==> src/rtl/eq_pkg.sv <==
// Shared definitions for the equalizer datapath control: FSM states, tap count, operand codes.
package eq_pkg;

  typedef enum logic [2:0] {
    ESPERA  = 3'd0,
    INICIO  = 3'd1,
    CARGA   = 3'd2,
    MAC     = 3'd3,
    ESCRIBE = 3'd4,
    GUARDA  = 3'd5,
    RESULT  = 3'd6
  } estado_t;

  localparam int unsigned TAPS = 5;

  localparam logic [2:0] OPND_X  = 3'd0;
  localparam logic [2:0] OPND_X1 = 3'd1;
  localparam logic [2:0] OPND_X2 = 3'd2;
  localparam logic [2:0] OPND_Y1 = 3'd3;
  localparam logic [2:0] OPND_Y2 = 3'd4;

  // Taps at or above this index are feedback terms and get subtracted.
  localparam logic [2:0] TAP_SUB = OPND_Y1;

endpackage

==> src/rtl/sig_seccion_activa.sv <==
// Priority search for the lowest non-bypassed section strictly above sec_act
// (or from the first section when desde_inicio is set).
module sig_seccion_activa
  import eq_pkg::*;
#(
  parameter int unsigned NUM_SECTIONS = 3,
  parameter int unsigned SECW         = 2
) (
  input  logic [NUM_SECTIONS-1:0] byp,
  input  logic                    desde_inicio,
  input  logic [SECW-1:0]         sec_act,
  output logic [SECW-1:0]         sec_sig,
  output logic                    ninguna
);

  always_comb begin
    sec_sig = '0;
    ninguna = 1'b1;
    // Walk downwards so the lowest qualifying index is the last one written.
    for (int i = int'(NUM_SECTIONS) - 1; i >= 0; i--) begin
      if (!byp[i] && (desde_inicio || (i > int'(sec_act)))) begin
        sec_sig = SECW'(i);
        ninguna = 1'b0;
      end
    end
  end

endmodule

==> src/rtl/control_cascada_biquad.sv <==
// Sequencer for one shared MAC over a cascade of DF-I biquad sections and several channels,
// with per-sample section bypass and sticky overrun detection.
module control_cascada_biquad
  import eq_pkg::*;
#(
  parameter int unsigned NUM_SECTIONS = 3,
  parameter int unsigned NUM_CHANNELS = 2,
  localparam int unsigned SECW  = (NUM_SECTIONS > 1) ? $clog2(NUM_SECTIONS) : 1,
  localparam int unsigned CHW   = (NUM_CHANNELS > 1) ? $clog2(NUM_CHANNELS) : 1,
  localparam int unsigned ADDRW = $clog2(NUM_SECTIONS * TAPS)
) (
  input  logic                    clk,
  input  logic                    reset,
  input  logic                    datolisto,
  input  logic [NUM_SECTIONS-1:0] bypass,
  input  logic                    clr_overrun,
  output logic                    busy,
  output logic                    ld_cur,
  output logic                    en_x,
  output logic                    acc_clr,
  output logic                    acc_en,
  output logic                    acc_sub,
  output logic [2:0]              opnd_sel,
  output logic [ADDRW-1:0]        coef_addr,
  output logic [SECW-1:0]         sec,
  output logic [CHW-1:0]          ch,
  output logic                    hist_we,
  output logic                    out_we,
  output logic                    resultadolisto,
  output logic                    overrun
);

  estado_t                 state_q, state_d;
  logic [CHW-1:0]          ch_q, ch_d;
  logic [SECW-1:0]         sec_q, sec_d;
  logic [2:0]              tap_q, tap_d;
  logic [NUM_SECTIONS-1:0] byp_q, byp_d;
  logic                    overrun_q, overrun_d;

  logic [SECW-1:0] sec_sig;
  logic            ninguna;

  sig_seccion_activa #(
    .NUM_SECTIONS(NUM_SECTIONS),
    .SECW        (SECW)
  ) u_sig (
    .byp         (byp_q),
    .desde_inicio(state_q == INICIO),
    .sec_act     (sec_q),
    .sec_sig     (sec_sig),
    .ninguna     (ninguna)
  );

  always_ff @(posedge clk) begin
    if (reset) begin
      state_q   <= ESPERA;
      ch_q      <= '0;
      sec_q     <= '0;
      tap_q     <= '0;
      byp_q     <= '0;
      overrun_q <= 1'b0;
    end else begin
      state_q   <= state_d;
      ch_q      <= ch_d;
      sec_q     <= sec_d;
      tap_q     <= tap_d;
      byp_q     <= byp_d;
      overrun_q <= overrun_d;
    end
  end

  assign busy    = (state_q != ESPERA);
  assign sec     = sec_q;
  assign ch      = ch_q;
  assign overrun = overrun_q;

  // A sample arriving while busy is dropped; set beats clear.
  assign overrun_d = (datolisto && busy) || (overrun_q && !clr_overrun);

  always_comb begin
    state_d        = state_q;
    ch_d           = ch_q;
    sec_d          = sec_q;
    tap_d          = tap_q;
    byp_d          = byp_q;
    ld_cur         = 1'b0;
    en_x           = 1'b0;
    acc_clr        = 1'b0;
    acc_en         = 1'b0;
    acc_sub        = 1'b0;
    opnd_sel       = OPND_X;
    coef_addr      = '0;
    hist_we        = 1'b0;
    out_we         = 1'b0;
    resultadolisto = 1'b0;
    unique case (state_q)
      ESPERA: begin
        if (datolisto) begin
          byp_d   = bypass;
          ch_d    = '0;
          state_d = INICIO;
        end
      end
      INICIO: begin
        ld_cur = 1'b1;
        if (ninguna) begin
          state_d = GUARDA;
        end else begin
          sec_d   = sec_sig;
          state_d = CARGA;
        end
      end
      CARGA: begin
        acc_clr = 1'b1;
        en_x    = 1'b1;
        tap_d   = '0;
        state_d = MAC;
      end
      MAC: begin
        acc_en    = 1'b1;
        opnd_sel  = tap_q;
        acc_sub   = (tap_q >= TAP_SUB);
        coef_addr = ADDRW'(32'(sec_q) * TAPS + 32'(tap_q));
        if (tap_q == 3'(TAPS - 1)) begin
          state_d = ESCRIBE;
        end else begin
          tap_d = tap_q + 3'd1;
        end
      end
      ESCRIBE: begin
        hist_we = 1'b1;
        if (ninguna) begin
          state_d = GUARDA;
        end else begin
          sec_d   = sec_sig;
          state_d = CARGA;
        end
      end
      GUARDA: begin
        out_we = 1'b1;
        if (ch_q == CHW'(NUM_CHANNELS - 1)) begin
          state_d = RESULT;
        end else begin
          ch_d    = ch_q + CHW'(1);
          state_d = INICIO;
        end
      end
      RESULT: begin
        resultadolisto = 1'b1;
        state_d        = ESPERA;
      end
      default: state_d = ESPERA;
    endcase
  end

endmodule

==> config.mk <==
export PLATFORM = sky130hd
export DESIGN_NAME = control_cascada_biquad
export DESIGN_NICKNAME = d
export VERILOG_FILES = /design/src/rtl/eq_pkg.sv /design/src/rtl/sig_seccion_activa.sv /design/src/rtl/control_cascada_biquad.sv
export SDC_FILE = /design/constraint.sdc
export NUM_CORES = 1
export LEC_CHECK = 0
export ABC_AREA = 1
export ABC_CLOCK_PERIOD_IN_PS = 4950
export CAP_MARGIN = 20
export CORE_AREA = 5 5 49 51
export CTS_BUF_LIST = sky130_fd_sc_hd__clkbuf_16
export DETAILED_ROUTE_END_ITERATION = 6
export DIE_AREA = 0 0 54 56
export PLACE_DENSITY = 0.81
export SLEW_MARGIN = 25
export SYNTH_ARGS = -nofsm -noshare
export SYNTH_HDL_FRONTEND = slang
export SYNTH_SLANG_ARGS = --single-unit
==> constraint.sdc <==
create_clock -name clk -period 4.95 [get_ports clk]
set_input_delay 0.99 -clock clk [delete_from_list [all_inputs] [get_ports clk]]
set_output_delay 0.99 -clock clk [all_outputs]
set_load 0.01 [all_outputs]
Word-level counts from Yosys, hierarchy flattened --
Index checks and enable logic that the tools add are counted.
Cells by class: add/sub/neg operators 3, $mul 1, $lt $le $gt $ge 3, equal/unequal tests 10, mux-type cells 25, bitwise logic cells 1, reduce and logical (&&, ||, !) cells 22
Operator list (number):
- $mux W3 | 6
- $pmux W3 S5 | 1
- $eq A3 B3 Y1 const B | 4
- $mux W1 | 12
- $reduce_and A2 Y1 | 5
- $eq A3 B2 Y1 const B | 2
- $mux W2 | 3
- $ne A2 B2 Y1 const B | 3
- $pmux W3 S2 | 1
- $logic_and A1 B1 Y1 | 5
- $add A4 B3 Y4 | 1
- $logic_not A1 Y1 | 4
- $mul A2 B3 Y4 const B | 1
- $mux W4 | 1
- $reduce_bool A2 Y1 | 2
- $add A3 B1 Y3 const B | 1
- $eq A3 B1 Y1 const B | 1
- $ge A3 B2 Y1 const B | 1
- $logic_not A3 Y1 | 1
- $logic_or A1 B1 Y1 | 3
- $reduce_bool A3 Y1 | 1
- $gt A1 B2 Y1 const A | 1
- $gt A2 B2 Y1 const A | 1
- $pmux W1 S2 | 1
- other kinds (3) | 3
Word-level totals: register bits after elaboration 13, output and inout bits 20, logic and storage cells 71

Depth between registers and ports, before layout --
Gate-level depths: netlist of the first run.
depth after elaboration 8, depth in mapped cells 10

Modules after synthesis --
A second synthesis of the first run with hierarchy kept.
Second synthesis, totals: cell total of the unflattened synthesis 147, area total of the unflattened synthesis 927.1 um^2
Modules (own cells, without submodules):
- control_cascada_biquad | instances 1, cells each 130, area each 849.6 um^2, sequential area each 260.2 um^2
- sig_seccion_activa | instances 1, cells each 17, area each 77.6 um^2, sequential area each 0.0 um^2

Worst setup path after synthesis of the first run --
Ideal clock, no wire load.
path kind register -> output, start point reg sec_q[1] (netlist: sec[1]), end point out coef_addr[2], data arrival time 1.525 ns, data required time 3.960 ns, slack 2.435 ns, cell stages (with the launch flop) 6, buffers on the path 0, path through dfxtp_1 -> ha_1 -> ha_1 -> inv_1 -> fa_1 -> nor2_1
Between the ends: word-level cells in the longest chain between the ends 3
RTL lines:
- from (decl) | RTL line control_cascada_biquad.sv:35 | logic [SECW-1:0] sec_q, sec_d;
- from (signal assigned) | RTL line control_cascada_biquad.sv:58 | sec_q <= '0;
- from (signal assigned) | RTL line control_cascada_biquad.sv:65 | sec_q <= sec_d;
- $mul A2 B3 Y4 | RTL line control_cascada_biquad.sv:123 | coef_addr = ADDRW'(32'(sec_q) * TAPS + 32'(tap_q));
- $add A4 B3 Y4 | RTL line control_cascada_biquad.sv:123
- $mux W4 | RTL line control_cascada_biquad.sv:96 | unique case (state_q)
- to (decl) | RTL line control_cascada_biquad.sv:24 | output logic [ADDRW-1:0] coef_addr,
Every way passes these cells.

Final worst setup path of the first run --
start point reg sec_q[1] (netlist: sec[1]), end point out coef_addr[3]
Same word-level chain as after synthesis.

==> impl_metrics.ini, run 1 <==
[clock_network]
cts-hold-fix-buffers = 0
cts_resized = 0
clockBufferDepth = 2
cts_tree = yes
clockRootBuffer = clkbuf_16
cts.sinks = 13
ctsHtreeMaxLevel = 1
cts_made_buffers = 3
insertion_delay_ns = 0.24
postCtsSetupBuffers = 0
clk_pin_slew_ns = 0.04

[grt]
grt_pass1_vias = 865
grt_start_max_net_pins = 10
grt_pass1_wl_mm = 3.53
grt_overflow_total = 0
grt_util_all_layers = 0.155
grt_antenna_before_repair = 0

[synthesis]
synth_ff_type = dfxtp_1
syn-mean-instance-area_um2 = 7.06
synthCells = 128
synth_edf_count = 0
synth.distinct_cells = 27
synth.cell_area_um2 = 903
syn_nets = 143
yosysSeqAreaShare = 0.288
ys_seq_elements = 13
ys_warn_count = 0
synthArstFlopShare = 0

[die]
die_x_um = 54
die_h_um = 56
initial_core_util = 0.475
rows = 16
dieArea_um2 = 3020
ioPinCount = 27
coreArea_um2 = 1900

[critical_path]
crit_start = sec[1]
reg2reg_to = tap_q[2]
required_ns = 3.96
cp_max_fo = 6
cp-endpoint = coef_addr[3]
rr_worst_depth = 7
reg2reg_setup_slack_ns = 3.56
r2r-start = state_q[0]
arrival_ns = 2.26
critPathKind = flip-flop to output port
worst_setup_path_start_kind = flip-flop
endpoint_kind = output port

[routing]
vias = 894
drc = 0
finalWirelength_mm = 2.02
highest_layer = met4
viasPerCell = 4.89
drt_iter0_drc = 14
dr.pass1.iters = 4
antenna_left = 0
m1WireLength_um = 890
met3_length_um = 84
detailroute.wirelength.met2_um = 968
wire_per_inst_um = 11.0

[status]
outcome = completed

[timing]
slew_violations = 0
finalClockSkew_ns = 0.00108
slew_headroom = 0.694
fin_tns_setup_ns = 0
finalWorstSetupSlack_ns = 1.70
fin_crit_sh = 0.656
rsz0062_at_grt = no
worst_pin_slew_ns = 0.458
hold_viol_final = 0
clock.fmax_mhz = 308
finalSetupViolCount = 0
whs_ns = 0.454
finalCriticalPeriod_ns = 3.25

[layout]
multi_input_comb_area_um2 = 526
post-route-util = 0.661
drive_gt1_frac = 0.135
diodes = 0
nFillCells = 174
seq_area_um2 = 260
nNetsFinal = 172
areaGrowthSynthToFinish_pct = 39.2

[power_and_ir_drop]
peakVddDrop_v = 0.000233
switching_share = 0.407
p_sw_uw = 253
power.leakage_uw = 0.000550
cellInternalPower_uw = 369
p_total_uw = 623
clock_power_share = 0.240
pwr-share-comb = 0.489
p_per_area_nw_per_um2 = 495
seqPwrFrac = 0.272

[placed_design]
place_hpwl_mm = 1.59
io_buffers = 26
dp_slack_ns = 1.94
place_congestion = 0.783

[min_path]
hold_depth = 2
hold_class = flip-flop to flip-flop

[flow_run]
cap_violations = 0
metrics by stage:
stage | area [um^2] | instances
floorplan | 903 | 128
global placement | 1180 | 179
detailed placement | 1180 | 179
CTS | 1260 | 183
global route | 1260 | 183
finish | 1260 | 183
worst max-delay path, cell delays in order, from the launching register on:
cell,delay [ns]
dfxtp_1,0.36
ha_1,0.30
ha_1,0.13
inv_1,0.04
fa_1,0.38
xor2_1,0.17
nor2_1,0.09
clkdlybuf4s50_1,0.54
sequential cells by signal, summed over array words and instances, names as in the netlist:
| register | count |
|---|---|
| byp_q | 3 |
| ch | 1 |
| tap_q | 3 |
| state_q | 3 |
| overrun | 1 |
| sec | 2 |
worst min path at each step:
| stage | start | slack, ns | end |
|---|---|---|---|
| 2_1_floorplan | byp_q[2] | 0.42 | byp_q[2] |
| 3_3_place_gp | byp_q[2] | 0.44 | byp_q[2] |
| 3_5_place_dp | byp_q[2] | 0.45 | byp_q[2] |
| 4_1_cts | byp_q[2] | 0.46 | byp_q[2] |
| 5_1_grt | byp_q[2] | 0.49 | byp_q[2] |
| 6_report | byp_q[2] | 0.45 | byp_q[2] |
synthesized netlist by cell type (2+ instances only):
master	count	area, um^2
nand2_1	24	90.1
inv_1	20	75.1
nor2_1	14	52.6
dfxtp_1	13	260
a21oi_1	10	50.1
ha_1	7	87.6
o21ai_0	6	30.0
inv_2	4	15.0
nand2_2	4	25.0
nand4_1	4	25.0
nor2_2	3	18.8
nand3_1	2	10.0
o21ai_1	2	10.0
xor2_1	2	17.5
power by group through the flow:
stage          sequential, uW  clock (uW)  combinational [uW]
2_1_floorplan             159           0                 222
3_3_place_gp              168           0                 297
3_5_place_dp              171           0                 304
4_1_cts                   169         154                 309
5_1_grt                   174         161                 344
6_report                  169         149                 304
cell usage in the layout, fill, tap and decap left out:
cell type	synthesis	routed
clkdlybuf4s50_1	0	26
nand2_1	24	24
inv_1	20	21
nor2_1	14	14
dfxtp_1	13	13
a21oi_1	10	10
ha_1	7	7
o21ai_0	6	6
inv_2	4	4
nand2_2	4	4
nand4_1	4	4
nor2_2	3	3
clkbuf_16	0	3
nand3_1	2	2
xor2_1	2	2
o21ai_1	2	2
clkinv_4	1	1
nor2_4	1	1
nand2_4	1	1
nand3_4	1	1
or2_1	1	1
o21ai_2	1	1
nand3_2	1	1
a21oi_2	1	1
nand3b_1	1	1
a21boi_1	1	1
fa_1	1	1
routing by layer:
metal / vias up / global-route usage
met5: - / 0
met4: 0 / 0.0996
met3: 7 / 0.0241
met2: 21 / 0.242
met1: 406 / 0.189
li1: 460 / -
layout make-up:
cell class / count / area share
clock buffer: 3 / 0.0597
clock inverter: 1 / 0.00299
inverter: 25 / 0.0786
multi-input combinational: 88 / 0.418
sequential: 13 / 0.207
tap: 27 / 0.0269
timing repair buffer: 26 / 0.207
kinds of logic (layout without fill, tap and decap cells):
kind of cell,count (synthesis),after routing,synth area share
adder cells (fa/ha/maj),8,8,0.119
XOR/XNOR,2,2,0.0194
AND/OR/NAND/NOR,57,57,0.316
buffers and inverters,27,55,0.130
AO/OA/AOI/OAI,21,21,0.127
flip-flops,13,13,0.288
No activity file was read; power rests on OpenSTA's default activity.
==> inputs of run 2 (changes only) <==
--- a/config.mk
+++ b/config.mk
@@ -6,13 +6,13 @@
 export NUM_CORES = 1
 export LEC_CHECK = 0
 export ABC_AREA = 1
-export ABC_CLOCK_PERIOD_IN_PS = 4950
+export ABC_CLOCK_PERIOD_IN_PS = 2700
 export CAP_MARGIN = 20
-export CORE_AREA = 5 5 49 51
+export CORE_AREA = 5 5 53 55
 export CTS_BUF_LIST = sky130_fd_sc_hd__clkbuf_16
 export DETAILED_ROUTE_END_ITERATION = 6
-export DIE_AREA = 0 0 54 56
-export PLACE_DENSITY = 0.81
+export DIE_AREA = 0 0 58 60
+export PLACE_DENSITY = 0.72
 export SLEW_MARGIN = 25
 export SYNTH_ARGS = -nofsm -noshare
 export SYNTH_HDL_FRONTEND = slang
==> constraint.sdc (replaced) <==
create_clock -name clk -period 2.7 [get_ports clk]
set_input_delay 0.54 -clock clk [delete_from_list [all_inputs] [get_ports clk]]
set_output_delay 0.54 -clock clk [all_outputs]
set_load 0.01 [all_outputs]
==> run 2 against run 1 <==
Net effect:
- first-iteration DRC count rose by 14%
- sequential power grew 79%
- clock skew barely moved
- clock-buffer cell count stayed put
- utilization down 12 points
- flip-flop and latch count unchanged
- critical path type unchanged
- critical endpoint unchanged
- largest cell class unchanged
- largest power group unchanged
==> impl_metrics.ini, run 2 (synthesized netlist as in run 1, its figures left out) <==
[critical_path]
endpoint_kind = output port
path_common_cell = ha_1
cp_cell_sequence = ha_1, ha_1, inv_1, fa_1, xor2_1, nor2_1, dlygate4sd2_1
critPathKind = flip-flop to output port
required_ns = 2.16
cp_max_fo = 4
arrival_ns = 1.95
cp_slowest_cell = fa_1
worst_setup_path_start_kind = flip-flop
crit_path_max_incr_delay_ns = 0.38

[timing]
worst_pin_slew_ns = 0.448
fin_tns_setup_ns = 0
finalCriticalPeriod_ns = 2.49
slew_headroom = 0.701
fin_crit_sh = 0.923
slew_violations = 0
finalClockSkew_ns = 0.00153
hold_viol_final = 0
rsz0062_at_grt = no
finalSetupViolCount = 0
clock.fmax_mhz = 401
whs_ns = 0.443

[clock_network]
clockBufferDepth = 2
clockRootBuffer = clkbuf_16
cts_made_buffers = 3
cts.sinks = 13
cts-hold-fix-buffers = 0
cts_tree = yes
clk_pin_slew_ns = 0.04
ctsHtreeMaxLevel = 1
insertion_delay_ns = 0.24

[die]
rows = 18
dieArea_um2 = 3480
initial_core_util = 0.386
coreArea_um2 = 2340
ioPinCount = 27
die_x_um = 58
die_h_um = 60

[routing]
finalWirelength_mm = 2.13
dr.pass1.iters = 4
drc = 0
drt_iter0_drc = 16
antenna_left = 0
wire_per_inst_um = 11.4
vias = 912
viasPerCell = 4.88

[placed_design]
io_buffers = 26
place_congestion = 0.776
place_hpwl_mm = 1.71

[layout]
nNetsFinal = 173
nFillCells = 242
drive_gt1_frac = 0.140
top_regs = byp_q x3, state_q x3, tap_q x3
layout_common_cells = nand2_1 (24), clkdlybuf4s50_1 (24), inv_1 (21), nor2_1 (14), dfxtp_1 (13)
diodes = 0
areaGrowthSynthToFinish_pct = 40.2

[grt]
grt_pass1_wl_mm = 3.81
grt_util_all_layers = 0.144
grt_pass1_vias = 913
grt_overflow_total = 0
grt_start_max_net_pins = 10
grt_antenna_before_repair = 0

[power_and_ir_drop]
p_per_area_nw_per_um2 = 908
peakVddDrop_v = 0.000458
p_sw_uw = 466
switching_share = 0.405
pwr-share-comb = 0.500
seqPwrFrac = 0.263
cellInternalPower_uw = 684
power.leakage_uw = 0.000565
clock_power_share = 0.238

[status]
outcome = completed

[min_path]
hold_class = flip-flop to flip-flop

[flow_run]
cap_violations = 0
## run 2: cell types whose count changed in the layout (fill, tap and decap cells not counted)
cell	previous run	this run
dlygate4sd2_1	0	2
clkdlybuf4s50_1	26	24
buf_4	0	1
## run 2: area by class of cell
class	instances	area, um^2	area share
Timing Repair Buffer	27	265	0.209
Clock inverter	1	3.75	0.00296
Inverter	25	98.8	0.0781
Sequential cell	13	260	0.206
Clock buffer	3	75.1	0.0593
Tap cell	30	37.5	0.0296
Multi-Input combinational cell	88	526	0.415
## run 2: worst paths after layout
check | to | depth (start not counted) | slack [ns] | start
worst max-delay path | coef_addr[3] | 7 | 0.21 | tap_q[1]
worst min-delay path | byp_q[2] | 2 | 0.44 | byp_q[2]
worst max register to register | state_q[2] | 6 | 1.30 | state_q[0]
worst min register to register | byp_q[2] | 2 | 0.44 | byp_q[2]
## run 2: critical path: cells and delay by family (launching register included)
family	cells	cell delay, ns
adder cells (fa/ha/maj)	3	0.81
XOR/XNOR	1	0.17
flip-flops	1	0.33
AND/OR/NAND/NOR	1	0.09
buffers and inverters	2	0.32
## run 2: power by group through the flow
stage | logic (uW) | clock network (uW) | registers (uW)
4_1_cts | 580 | 281 | 303
3_3_place_gp | 562 | 0 | 303
6_report | 574 | 273 | 302
3_5_place_dp | 576 | 0 | 306
2_1_floorplan | 408 | 0 | 292
5_1_grt | 659 | 296 | 311
## run 2: per-stage QoR
step / total power (uW) / setup WS (ns) / cell area (um^2) / util / cells
CTS: 1160 / 0.192 / 1270 / 0.541 / 187
floorplan: 700 / 0.635 / 903 / - / 128
global placement: 865 / 0.241 / 1190 / 0.508 / 183
finish: 1150 / 0.208 / 1270 / 0.541 / 187
detailed placement: 881 / 0.181 / 1190 / 0.508 / 183
global route: 1270 / 0.0907 / 1270 / 0.541 / 187
## run 2: what timing repair did
item	4_1_cts	5_1_grt
buffers inserted	0	0
resized for setup	2	0
setup endpoints to repair	2	0
## run 2: per-layer routing
layer,GRT usage,vias up,routed length [um]
met5,0,-,0
li1,-,462,-
met2,0.271,22,1060
met4,0.0894,0,57
met1,0.148,423,904
met3,0.0238,5,106
==> inputs of run 3 (changes only) <==
--- a/config.mk
+++ b/config.mk
@@ -12,8 +12,10 @@
 export CTS_BUF_LIST = sky130_fd_sc_hd__clkbuf_16
 export DETAILED_ROUTE_END_ITERATION = 6
 export DIE_AREA = 0 0 58 60
+export MAX_ROUTING_LAYER = met4
 export PLACE_DENSITY = 0.72
 export SLEW_MARGIN = 25
 export SYNTH_ARGS = -nofsm -noshare
 export SYNTH_HDL_FRONTEND = slang
 export SYNTH_SLANG_ARGS = --single-unit
+export TNS_END_PERCENT = 5
==> run 3 against run 2 <==
Net effect:
- register-to-register slack is essentially flat
- cell count stayed put
- routed wire length up 0.19%
- first-iteration DRC count is 13% higher
- die area is the same
- clock power barely moved
- via count up 0.11%
- power about the same
- critical path type unchanged
==> impl_metrics.ini, run 3 (synthesized netlist as in run 1, its figures left out) <==
[critical_path]
r2r-start = state_q[0]
arrival_ns = 1.95
crit_start = tap_q[1]
critPathKind = flip-flop to output port
cp_max_fo = 4
rr_worst_depth = 6
required_ns = 2.16
endpoint_kind = output port
worst_setup_path_start_kind = flip-flop
cp-endpoint = coef_addr[3]
reg2reg_setup_slack_ns = 1.30
reg2reg_to = state_q[2]

[die]
die_x_um = 58
ioPinCount = 27
dieArea_um2 = 3480
rows = 18
initial_core_util = 0.386
coreArea_um2 = 2340
die_h_um = 60

[timing]
clock.fmax_mhz = 401
slew_headroom = 0.697
finalWorstSetupSlack_ns = 0.208
hold_viol_final = 0
rsz0062_at_grt = no
finalCriticalPeriod_ns = 2.49
fin_crit_sh = 0.923
worst_pin_slew_ns = 0.454
finalClockSkew_ns = 0.000872
slew_violations = 0
finalSetupViolCount = 0
fin_tns_setup_ns = 0

[layout]
layout_common_cells = nand2_1 (24), clkdlybuf4s50_1 (24), inv_1 (21), nor2_1 (14), dfxtp_1 (13)
nFillCells = 242
top_regs = byp_q x3, state_q x3, tap_q x3
areaGrowthSynthToFinish_pct = 40.2
nNetsFinal = 173
drive_gt1_frac = 0.140
diodes = 0
final_cell_count_no_fill = 187

[clock_network]
ctsHtreeMaxLevel = 1
clockRootBuffer = clkbuf_16
clk_pin_slew_ns = 0.04
clockBufferDepth = 2
cts.sinks = 13
insertion_delay_ns = 0.24
cts_made_buffers = 3
cts_tree = yes

[power_and_ir_drop]
seqPwrFrac = 0.263
pwr-share-comb = 0.499
clock_power_share = 0.238
power.leakage_uw = 0.000565
cellInternalPower_uw = 684
p_sw_uw = 466
switching_share = 0.405
p_per_area_nw_per_um2 = 908
peakVddDrop_v = 0.000458

[routing]
drt_iter0_drc = 18
antenna_left = 0
dr.pass1.iters = 4
vias = 913
viasPerCell = 4.88
drc = 0
finalWirelength_mm = 2.13
wire_per_inst_um = 11.4

[grt]
grt_overflow_total = 0
grt_pass1_wl_mm = 3.81
grt_start_max_net_pins = 10
grt_antenna_before_repair = 0
grt_pass1_vias = 913
grt_util_all_layers = 0.149

[min_path]
min_from = byp_q[2]
hold_class = flip-flop to flip-flop

[status]
outcome = completed

[placed_design]
io_buffers = 26
dp_slack_ns = 0.181
place_congestion = 0.787
placed_cells = 183
place_hpwl_mm = 1.71

[flow_run]
cap_violations = 0
## run 3: how the worst min path moves through the flow
stage	to	slack, ns	cells after the start
after floorplan	byp_q[2]	0.42	2
after global placement	byp_q[2]	0.44	2
after detailed placement	byp_q[2]	0.44	2
after CTS	byp_q[2]	0.45	2
after global routing	byp_q[2]	0.49	2
final	byp_q[2]	0.45	2
## run 3: final cells by class
type	instances	area (um^2)	area share
timing repair buffer	27	265	0.209
sequential	13	260	0.206
inverter	25	98.8	0.0781
clock inverter	1	3.75	0.00296
multi-input combinational	88	526	0.415
clock buffer	3	75.1	0.0593
tap	30	37.5	0.0296
## run 3: power by group through the flow
stage	combinational (uW)	clock (uW)	sequential, uW
2_1_floorplan	408	0	292
3_3_place_gp	562	0	303
3_5_place_dp	576	0	306
4_1_cts	580	281	303
5_1_grt	659	296	311
6_report	574	273	302
## run 3: worst max-delay path, cell delays in order (launching register included)
cell           delay, ns
dfxtp_1             0.33
ha_1                0.29
ha_1                0.14
inv_1               0.05
fa_1                0.38
xor2_1              0.17
nor2_1              0.09
dlygate4sd2_1       0.27
## run 3: through the flow
| stage | instance area (um^2) | power (uW) | hold WS [ns] | utilization |
|---|---|---|---|---|
| after floorplan | 903 | 700 | 0.423 | - |
| after global placement | 1190 | 865 | 0.440 | 0.508 |
| after detailed placement | 1190 | 881 | 0.440 | 0.508 |
| after CTS | 1270 | 1160 | 0.447 | 0.541 |
| after global routing | 1270 | 1270 | 0.486 | 0.541 |
| final | 1270 | 1150 | 0.446 | 0.541 |
## run 3: per-layer routing
| layer | vias up | share of wire | global-route usage |
|---|---|---|---|
| met3 | 5 | 0.053 | 0.0216 |
| met5 | - | 0 | - |
| met4 | 0 | 0.025 | 0.0894 |
| met2 | 27 | 0.49 | 0.271 |
| met1 | 419 | 0.43 | 0.150 |
| li1 | 462 | - | - |
## run 3: timing repair
action	CTS	global route
endpoints found under the hold margin	0	0
hold buffers	0	0
resized for setup	2	0
setup buffers	0	0
endpoints found under the setup margin	2	0
